[src/rtl/if_fetch_unit.sv]
// Instruction fetch unit: owns the fetch PC and drives a single-outstanding req/gnt/rvalid bus.
// It presents registered pc_o/inst_o to IF/ID and inserts NOP bubbles when nothing valid is available.
module if_fetch_unit #(
    parameter logic [31:0] RESET_PC = 32'h0000_0000,
    parameter logic [31:0] NOP_INST = 32'h0000_0013
) (
    input  logic        clk,
    input  logic        rst,
    input  logic        hold_i,
    input  logic        branch_flag_i,
    input  logic [31:0] branch_addr_i,
    output logic        ibus_req_o,
    output logic [31:0] ibus_addr_o,
    input  logic        ibus_gnt_i,
    input  logic        ibus_rvalid_i,
    input  logic [31:0] ibus_rdata_i,
    output logic [31:0] pc_o,
    output logic [31:0] inst_o
);

    typedef enum logic [1:0] {
        IDLE,
        REQ,
        WAIT,
        BUF
    } state_t;

    state_t      state;
    logic [31:0] fetch_pc;
    logic [31:0] target_pc;
    logic [31:0] buf_pc;
    logic [31:0] buf_inst;
    logic        discard;
    logic [31:0] branch_target;
    logic        data_arrives;
    logic        data_usable;

    assign branch_target = branch_addr_i & 32'hFFFF_FFFC;
    assign data_arrives  = (state == WAIT) && ibus_rvalid_i;
    assign data_usable   = data_arrives && !discard;

    // The bus address is the fetch PC; it only moves while no request is pending on the bus.
    assign ibus_addr_o = fetch_pc;
    assign ibus_req_o  = (state == REQ);

    // IF/ID output register: branch bubbles win, hold freezes, otherwise fresh data,
    // the buffered word, or a bubble.
    always_ff @(posedge clk or posedge rst) begin
        if (rst) begin
            pc_o   <= 32'h0;
            inst_o <= NOP_INST;
        end else if (branch_flag_i) begin
            pc_o   <= 32'h0;
            inst_o <= NOP_INST;
        end else if (!hold_i) begin
            if (data_usable) begin
                pc_o   <= fetch_pc;
                inst_o <= ibus_rdata_i;
            end else if (state == BUF) begin
                pc_o   <= buf_pc;
                inst_o <= buf_inst;
            end else begin
                pc_o   <= 32'h0;
                inst_o <= NOP_INST;
            end
        end
    end

    // Fetch sequencing. A branch that lands while a transaction is in flight cannot
    // cancel it, so the target is parked and the returning word is discarded.
    always_ff @(posedge clk or posedge rst) begin
        if (rst) begin
            state     <= IDLE;
            fetch_pc  <= RESET_PC;
            target_pc <= RESET_PC;
            buf_pc    <= 32'h0;
            buf_inst  <= NOP_INST;
            discard   <= 1'b0;
        end else begin
            case (state)
                IDLE: begin
                    if (branch_flag_i) begin
                        fetch_pc <= branch_target;
                    end
                    state <= REQ;
                end
                REQ: begin
                    if (branch_flag_i) begin
                        target_pc <= branch_target;
                        discard   <= 1'b1;
                    end
                    if (ibus_gnt_i) begin
                        state <= WAIT;
                    end
                end
                WAIT: begin
                    if (data_arrives) begin
                        if (branch_flag_i) begin
                            fetch_pc <= branch_target;
                            discard  <= 1'b0;
                            state    <= REQ;
                        end else if (discard) begin
                            fetch_pc <= target_pc;
                            discard  <= 1'b0;
                            state    <= REQ;
                        end else if (hold_i) begin
                            buf_pc   <= fetch_pc;
                            buf_inst <= ibus_rdata_i;
                            fetch_pc <= fetch_pc + 32'd4;
                            state    <= BUF;
                        end else begin
                            fetch_pc <= fetch_pc + 32'd4;
                            state    <= REQ;
                        end
                    end else if (branch_flag_i) begin
                        target_pc <= branch_target;
                        discard   <= 1'b1;
                    end
                end
                BUF: begin
                    if (branch_flag_i) begin
                        fetch_pc <= branch_target;
                        state    <= REQ;
                    end else if (!hold_i) begin
                        state <= REQ;
                    end
                end
                default: begin
                    state <= IDLE;
                end
            endcase
        end
    end

endmodule
[config.mk]
export PLATFORM = sky130hd
export DESIGN_NAME = if_fetch_unit
export DESIGN_NICKNAME = d
export VERILOG_FILES = /design/src/rtl/if_fetch_unit.sv
export SDC_FILE = /design/constraint.sdc
export NUM_CORES = 1
export LEC_CHECK = 0
export ABC_CLOCK_PERIOD_IN_PS = 14400
export CORE_MARGIN = 1
export CORE_UTILIZATION = 55
export CTS_CLUSTER_SIZE = 28
export DETAILED_ROUTE_END_ITERATION = 10
export GPL_TIMING_DRIVEN = 1
export PLACE_DENSITY = 0.86
export SYNTH_ARGS = -nofsm -noshare
export SYNTH_HDL_FRONTEND = slang
export SYNTH_SLANG_ARGS = --single-unit
[constraint.sdc]
create_clock -name clk -period 14.4 [get_ports clk]
set_input_delay 3.6 -clock clk [delete_from_list [all_inputs] [get_ports clk]]
set_output_delay 3.6 -clock clk [all_outputs]
set_load 0.1 [all_outputs]
After elaboration in Yosys (flattened, before gate mapping)
Cells that the tools add are included.
{"block": "op_classes", "n_addsub": 1, "shift": 0, "div_mod_pow": 0, "n_mul": 0, "n_lt_le_gt_ge": 0, "bitwise_logic": 2, "n_reduce_logical": 11, "n_eq_ne": 9, "muxes": 27}
{"cell": "2-to-1 mux 32 bit", "n": 14}
{"cell": "case mux 32 bit (2 select lines)", "n": 2}
{"cell": "adder 32 x 3 -> 32 bit (second input constant)", "n": 1}
{"cell": "2-to-1 mux 2 bit", "n": 7}
{"cell": "case mux 2 bit (4 select lines)", "n": 1}
{"cell": "inequality test 2 x 1 -> 1 bit (second input constant)", "n": 3}
{"cell": "AND reduction 3 bit", "n": 2}
{"cell": "AND reduction 5 bit", "n": 1}
{"cell": "== test 2 bit (second input constant)", "n": 2}
{"cell": "inequality test 2 bit (second input constant)", "n": 2}
{"cell": "nonzero test 2 bit", "n": 2}
{"cell": "inequality test 3 bit (second input constant)", "n": 1}
{"cell": "== test 2 x 1 -> 1 bit (second input constant)", "n": 1}
{"cell": "logical AND 1 bit", "n": 2}
{"cell": "zero test 2 bit", "n": 1}
{"cell": "2-to-1 mux 1 bit", "n": 2}
{"cell": "inverter 1 bit", "n": 2}
{"cell": "case mux 1 bit (2 select lines)", "n": 1}
{"cell": "AND reduction 2 bit", "n": 1}
{"cell": "OR reduction 2 bit", "n": 1}
{"cell": "zero test 1 bit", "n": 1}
{"block": "word_totals", "ff_bits": 195, "mem_bits_ro": 0, "latchBits": 0, "n_memories": 0, "in_bits": 70, "output_inout_bits": 97, "word_cells": 58, "ram_bits": 0}

Logic depth before layout (Yosys ltp)
Gate-level depths: netlist of the first run.
{"block": "depth", "ltp_word": 6, "mapped_depth": 10, "mapped_depth_nobuf": 7}

Worst setup path after synthesis of the first run
OpenSTA, ideal clock, no wires.
{"block": "synth_path", "kind": "register to output", "start": "register pc_o[1]", "end": "output pc_o[1]", "n_path_buf": 1, "path_stages_with_launch": 2, "t_arrival_ps": 1334, "path_slack_ps": 9466, "cell_sequence": "dfrtp_1 -> buf_4"}
{"item": "start, declared", "line": "17", "source": "output logic [31:0] pc_o,"}
{"item": "start signal, assigned", "line": "57", "source": "pc_o <= fetch_pc;"}
{"item": "start signal, assigned", "line": "60", "source": "pc_o <= buf_pc;"}
No word-level cell between the ends.

Worst setup path in the final report of the first run
{"block": "layout_path", "start": "input branch_flag_i", "end": "register fetch_pc[22] (netlist: ibus_addr_o[22])"}
{"block": "layout_via", "elab_chain_len": 3, "word_cells_on_any_way": 5, "classes_between": "1 x eq/ne; 3 x mux; 1 x reduce/logical"}
{"item": "start, declared", "line": "10", "source": "input logic branch_flag_i,"}
{"item": "2-to-1 mux 32 bit", "line": "98", "source": "if (branch_flag_i) begin"}
{"item": "2-to-1 mux 32 bit", "line": "97", "source": "if (data_arrives) begin"}
{"item": "case mux 32 bit (2 select lines)", "line": "80", "source": "case (state)"}
{"item": "end signal, assigned", "line": "83", "source": "fetch_pc <= branch_target;"}
{"item": "end signal, assigned", "line": "99", "source": "fetch_pc <= branch_target;"}
{"item": "end signal, assigned", "line": "103", "source": "fetch_pc <= target_pc;"}
{"item": "end, declared", "line": "29", "source": "logic [31:0] fetch_pc;"}
Parallel ways exist; a longest one is shown, timed or not. The select of a mux whose other input is x is not followed.
A chain may end at the register's enable or synchronous reset.

==> metrics.md, run 1 <==
| Metric | Value |
|---|---|
| Critical Path Sink Type | register |
| Main synth FF type | dfrtp_1 |
| H-tree depth | 4 |
| Mapped Cells | 919 |
| Most used cell, CP | buf_4 |
| Via count | 7,651 |
| Asr flop ratio synth | 1.00 |
| Post-synth EDFFs | 0 |
| Final hold violations | 0 |
| Max cap viols | 0 |
| WL/cell | 18.7 µm |
| Crit-path max cell delay | 780 ps |
| Clk root buf | clkbuf_16 |
| Setup tns final | 0 ps |
| Fillcell total | 1,194 |
| Postcts setup bufs | 0 |
| Hold_buf cts | 0 |
| Fraction of layout instances using a drive strength above 1 | 0.152 |
| Final max-slew violation count | 0 |
| VDD IR max | 0.163 mV |
| Max frequency | 155 MHz |
| Drc violations | 0 |
| Tcrit/Tclk final | 0.447 |
| Starting Density | 0.560 |
| Post-synth top area share | 0.492 |
| Area delta synth->final | 22.8% |
| Largest net degree at the start of global routing | 113 |
| Die H | 132 µm |
| Post-Syn Area | 9250 µm² |
| Max FO, Critical Path | 59 |
| Met3 wire len | 1730 µm |
| Clk Latency, worst-skew pair | 430 ps |
| Global Route Usage Sum | 0.281 |
| Initial drt markers | 642 |
| Placer Congestion | 0.874 |
| Critical path's slowest cell | a211oi_2 |
| Commonest cells in the netlist | dfrtp_1 (182), a21oi_1 (137), nor2_1 (89) |
| Clock Skew | 9.01 ps |
| Area occupied by multi-input gates | 4100 µm² |
| Reg clk slew, reported paths | 70 ps |
| Core area | 16,500 µm² |
| Global-route wire length before repair | 38,700 µm |
| Top Layer Used | met4 |
| Slew at the pin closest to its max-slew limit | 1060 ps |
| Worst setup SP type | primary input |
| Pwr Total | 2.09 mW |
| CTS buffer count | 17 |
| Status | finished, final reports clean |
| Reg-to-reg setup timing slack | 11,210 ps |
| CP Data Arrival Time | 6770 ps |
| Slew Limit Headroom | 0.293 |
| Routed wire length | 23,600 µm |
| TritonCTS Sinks | 188 |
| Vias/cell | 6.07 |
| GRT overflow | 0 |
| Initial antenna violation count | 0 |
| Synthesis Warnings | 0 |
| Post-synthesis average cell area | 10.1 µm² |
| Met1 wire length | 10,100 µm |
| CP Class | in -> reg |
| DIE AREA | 17,300 µm² |
| Sequential-to-total area share from yosys stat | 0.509 |
| Post-route insts no fill | 1,260 |
| PwrDens | 184 nW/µm² |
| Final setup violation count | 0 |
| Post-route ant nets | 0 |
| Die X | 132 µm |
| Cell area after layout | 11,400 µm² |
| IO Port Bufs | 162 |
| Ports | 167 |
| Cell Rows | 47 |
| Vias in the first global route | 7,571 |
| Hold Path Class | reg -> reg |
| Drt first pass iters | 5 |
| Post-place instance area | 10,800 µm² |
| Dpl cells | 1,228 |
| CP cell instances | buf_2 -> buf_4 -> inv_1 -> a211oi_2 -> buf_4 -> and3_1 -> a221oi_1 -> o21ai_0 |
| Met2 routed WL | 11,200 µm |
| Nets@finish | 1,102 |
| # diodes | 0 |
| Final Critical Period | 6440 ps |
| Top post-synthesis cells by area | dfrtp_1 (49%), mux2_2 (8.6%), a21oi_1 (7.4%), nand3_1 (3.8%), nor2_1 (3.6%) |
| CTS tree | done |
| Number of gates resized after cts | 0 |
| Register area | 4710 µm² |
| Detailed Place HPWL | 14,500 µm |
| Lkg Pwr | 4.76 nW |
| Most frequent cell after synthesis | dfrtp_1 |
| Seq cells post-synth | 188 |
| RSZ-0062 raised after global routing | no |
| Synth area leader | dfrtp_1 |
| Deepest clock path buffer count | 2 |
| Critical Path RT | 14,730 ps |
| Synth cell types | 54 |
## cell usage in the layout (no fill, tap or decap), drive strengths merged, types with 3 or more instances in the layout
| cell | n |
|---|---|
| nand2 | 81 |
| nand3 | 73 |
| nand4 | 11 |
| nor4 | 6 |
| and4 | 4 |
| and2 | 5 |
| o21ai | 34 |
| nor2 | 89 |
| a211o | 3 |
| dfstp | 6 |
| a31oi | 5 |
| a221oi | 15 |
| mux2 | 93 |
| ha | 5 |
| inv | 8 |
| o311ai | 3 |
| nor3b | 3 |
| xnor2 | 7 |
| xor2 | 16 |
| o22ai | 3 |
| clkinv | 8 |
| clkdlybuf4s50 | 160 |
| nor3 | 5 |
| a21oi | 137 |
| and3 | 22 |
| buf | 11 |
| dfrtp | 182 |
| clkbuf | 20 |
## final cells by class
type / count / area share
sequential: 188 / 0.415
multi-input combinational: 642 / 0.361
timing repair buffer: 171 / 0.148
clock buffer: 20 / 0.0393
tap: 220 / 0.0242
clock inverter: 12 / 0.0102
inverter: 7 / 0.00297
## per-stage QoR
stage,util,setup WS (ps),hold slack [ps]
2_1_floorplan,-,5700,473
3_3_place_gp,0.654,7680,483
3_5_place_dp,0.654,7610,490
4_1_cts,0.688,8030,506
5_1_grt,0.688,7740,521
6_report,0.688,7960,502
## layer usage
| layer | global-route usage | vias to the layer above |
|---|---|---|
| met1 | 0.383 | 3823 |
| met2 | 0.443 | 327 |
| met3 | 0.0617 | 44 |
| li1 | - | 3457 |
| met4 | 0.102 | 0 |
| met5 | 0 | - |
## registers in the layout (all words and copies together) (netlist names)
register,count
pc_o,31
ibus_addr_o,30
discard,1
buf_pc,30
buf_inst,32
state,2
inst_o,32
target_pc,30
## path summary, 6_finish.rpt
path,end,cells past startpoint,start
worst max-delay path,ibus_addr_o[22],8,branch_flag_i
worst min-delay path,target_pc[14],1,target_pc[14]
worst max register to register,buf_pc[7],4,discard
worst min register to register,target_pc[14],1,target_pc[14]
max in group asynchronous,buf_inst[19],3,rst
min in group asynchronous,pc_o[6],2,rst
## logic make-up (layout without fill, tap and decap cells)
kind of cell / Yosys count / count (layout) / share of synthesized area
simple gates: 305 / 305 / 0.159
mux: 95 / 95 / 0.124
buf+inv: 90 / 210 / 0.0494
compound gates: 212 / 212 / 0.129
xor+xnor: 23 / 23 / 0.0218
flops: 188 / 188 / 0.509
other cells: 1 / 2 / 0.000405
fa+ha+maj: 5 / 5 / 0.00676
## power by group
group | leakage, nW | switching [mW] | internal, mW
clock | 0.271 | 0.206 | 0.244
sequential | 2.48 | 0.156 | 0.648
combinational | 2.01 | 0.562 | 0.272
total | 4.76 | 0.925 | 1.16
## worst max-delay path, delay by kind of cell
kind / cells / cell delay (ps)
AND/OR/NAND/NOR: 1 / 180
buffers and inverters: 4 / 1920
AO/OA/AOI/OAI: 3 / 1000
No activity file was read; power rests on OpenSTA's default activity.
==> run 2: changes to the inputs <==
==> config.mk (replaced) <==
export PLATFORM = sky130hd
export DESIGN_NAME = if_fetch_unit
export DESIGN_NICKNAME = d
export VERILOG_FILES = /design/src/rtl/if_fetch_unit.sv
export SDC_FILE = /design/constraint.sdc
export NUM_CORES = 1
export LEC_CHECK = 0
export ABC_CLOCK_PERIOD_IN_PS = 5600
export CORE_MARGIN = 1
export CORE_UTILIZATION = 48
export CTS_CLUSTER_SIZE = 28
export DETAILED_ROUTE_END_ITERATION = 10
export GPL_TIMING_DRIVEN = 1
export PLACE_DENSITY = 0.8
export SYNTH_ARGS = -nofsm -noshare
export SYNTH_HDL_FRONTEND = slang
export SYNTH_SLANG_ARGS = --single-unit
==> constraint.sdc (replaced) <==
create_clock -name clk -period 5.6 [get_ports clk]
set_input_delay 1.4 -clock clk [delete_from_list [all_inputs] [get_ports clk]]
set_output_delay 1.4 -clock clk [all_outputs]
set_load 0.1 [all_outputs]
==> metrics.md, run 2 (synthesis results as in run 1) <==
| Metric | Value |
|---|---|
| CP Data Arrival Time | 2380 ps (-4390 ps) |
| Initial antenna violation count | 0 (unchanged) |
| Largest net degree at the start of global routing | 105 (-7.1%) |
| Deepest clock path buffer count | 2 (unchanged) |
| Vias in the first global route | 7,280 (-3.8%) |
| Max frequency | 264 MHz |
| Critical Path RT | 4200 ps (-10,530 ps) |
| Most common cell after layout, fill and taps aside | dfrtp_1 |
| PwrDens | 469 nW/µm² (+160%) |
| Die H | 141 µm (+6.9%) |
| Clk root buf | clkbuf_16 |
| Critical Path Sink Type | primary output |
| R2r startpoint | discard |
| Final max-slew violation count | 0 (unchanged) |
| Tcrit/Tclk final | 0.675 |
| WL/cell | 18.3 µm (-1.9%) |
| Drt first pass iters | 5 (unchanged) |
| Clk Latency, worst-skew pair | 430 ps (about the same) |
| GRT overflow | 0 (unchanged) |
| Hold EP | target_pc[14] |
| Starting Density | 0.491 (-0.0686) |
| Placer Congestion | 0.863 (-1.2%) |
| CTS buffer count | 17 (unchanged) |
| Sw frac | 0.449 (+0.00669) |
| Worst Hold Launch | target_pc[14] |
| R2r endpoint | ibus_addr_o[30] |
| Seq pwr share | 0.386 (about the same) |
| Die X | 141 µm (+6.9%) |
| Max FO, Critical Path | 4 (-93%) |
| RSZ-0062 raised after global routing | no |
| Cell Rows | 50 (+6.4%) |
| Drc violations | 0 (unchanged) |
| Via count | 7,477 (-2.3%) |
| # diodes | 0 (unchanged) |
| Reg-to-reg setup timing slack | 2810 ps (-8400 ps) |
| Area delta synth->final | 23.6% |
| Setup tns final | 0 ps (unchanged) |
| Hold_buf cts | 0 (unchanged) |
| Reg2reg path depth | 5 (+1) |
| Cell area after layout | 11,400 µm² (+0.64%) |
| Global Route Usage Sum | 0.249 (-0.0324) |
| Largest regs | buf_inst x32, inst_o x32, pc_o x31 |
| Core area | 18,800 µm² (+14%) |
| Post-place instance area | 10,900 µm² (+0.73%) |
| DIE AREA | 19,800 µm² (+14%) |
| Global-route wire length before repair | 38,700 µm (unchanged) |
| Fraction of layout instances using a drive strength above 1 | 0.155 (+0.00274) |
| Status | finished, final reports clean |
| Cell Int Power | 2.95 mW (+150%) |
| Routed wire length | 23,900 µm (+1.3%) |
| Ports | 167 (unchanged) |
| Gate power share | 0.399 (about the same) |
| IO Port Bufs | 162 (unchanged) |
| Final setup violation count | 0 (unchanged) |
| Vias/cell | 5.75 (-5.4%) |
| VDD IR max | 0.343 mV (+110%) |
| Worst setup SP type | register |
| TritonCTS Sinks | 188 (unchanged) |
| CTS tree | done |
| Post-route ant nets | 0 (unchanged) |
| Initial drt markers | 597 (-7.0%) |
| Final hold violations | 0 (unchanged) |
| Lkg Pwr | 4.78 nW (+0.22%) |
| CP Class | reg -> out |
| Reg clk slew, reported paths | 70 ps (about the same) |
| Hold Crit Depth | 1 (unchanged) |
| Max cap viols | 0 (unchanged) |
| Psw | 2.41 mW (+160%) |
| Nets@finish | 1,103 (+0.091%) |
| Postcts setup bufs | 0 (unchanged) |
| Detailed Place HPWL | 14,900 µm (+3.1%) |
| Final Critical Period | 3780 ps |
| Clock power share | 0.215 (about the same) |
| Pwr Total | 5.37 mW (+160%) |
| H-tree depth | 4 (unchanged) |
| Slew Limit Headroom | 0.274 (-0.0195) |
| Most frequent cells in the layout | dfrtp_1 (182), clkdlybuf4s50_1 (160), a21oi_1 (137) |
| Slew at the pin closest to its max-slew limit | 1090 ps (+29.2 ps) |
| Number of gates resized after cts | 0 (unchanged) |
| Clock Skew | 10.3 ps (+1.33 ps) |
| Hold Path Class | reg -> reg |
[run 2: cell count changes in the layout (fill, tap and decap cells not counted), sizes merged]
cell    before  now
buf         11   12
clkbuf      20   17
inv          8   13
bufinv       1    0
clkinv       8    7
[run 2: cell type report]
cell class | instances | area, µm²
well taps | 260 | 325
clock inverters | 15 | 131
repair buffers | 172 | 1710
inverters | 7 | 30.0
multi-input cells | 642 | 4100
flip-flops and latches | 188 | 4710
fillers | 1542 | 7400
clock buffers | 17 | 425
[run 2: routing by layer]
layer	vias to the layer above	track usage	share of wire
li1	3443	-	-
met1	3731	0.354	0.46
met2	272	0.389	0.46
met3	31	0.0428	0.062
met4	0	0.0778	0.017
met5	-	0	0
[run 2: how the worst max path moves through the flow]
stage | from | slack, ps | end
2_1_floorplan | rst | 1780 | buf_inst[10]
3_3_place_gp | branch_flag_i | 1830 | ibus_addr_o[30]
3_5_place_dp | branch_flag_i | 1790 | ibus_addr_o[22]
4_1_cts | state[1] | 1800 | ibus_req_o
5_1_grt | state[1] | 1710 | ibus_req_o
6_report | state[1] | 1820 | ibus_req_o
[run 2: per-stage QoR]
| step | util | setup slack (ps) | cells | hold slack (ps) |
|---|---|---|---|---|
| floorplan | - | 1780 | 920 | 473 |
| global placement | 0.578 | 1830 | 1269 | 484 |
| detailed placement | 0.578 | 1790 | 1269 | 491 |
| CTS | 0.607 | 1800 | 1301 | 507 |
| global route | 0.607 | 1710 | 1301 | 518 |
| finish | 0.607 | 1820 | 1301 | 506 |
[run 2: worst max-delay path, cell delays in order (launching register included)]
cell	delay, ps
dfrtp_1	420
inv_1	90
ha_1	230
clkdlybuf4s50_1	1210
[run 2: power groups by stage]
stage               logic [mW]  registers (mW)  clock network, mW
CTS                       2.14            2.06               1.17
global placement          2.10            2.06                  0
finish                    2.14            2.07               1.15
global route              2.27            2.11               1.23
floorplan                 1.05            2.60                  0
detailed placement        2.14            2.08                  0
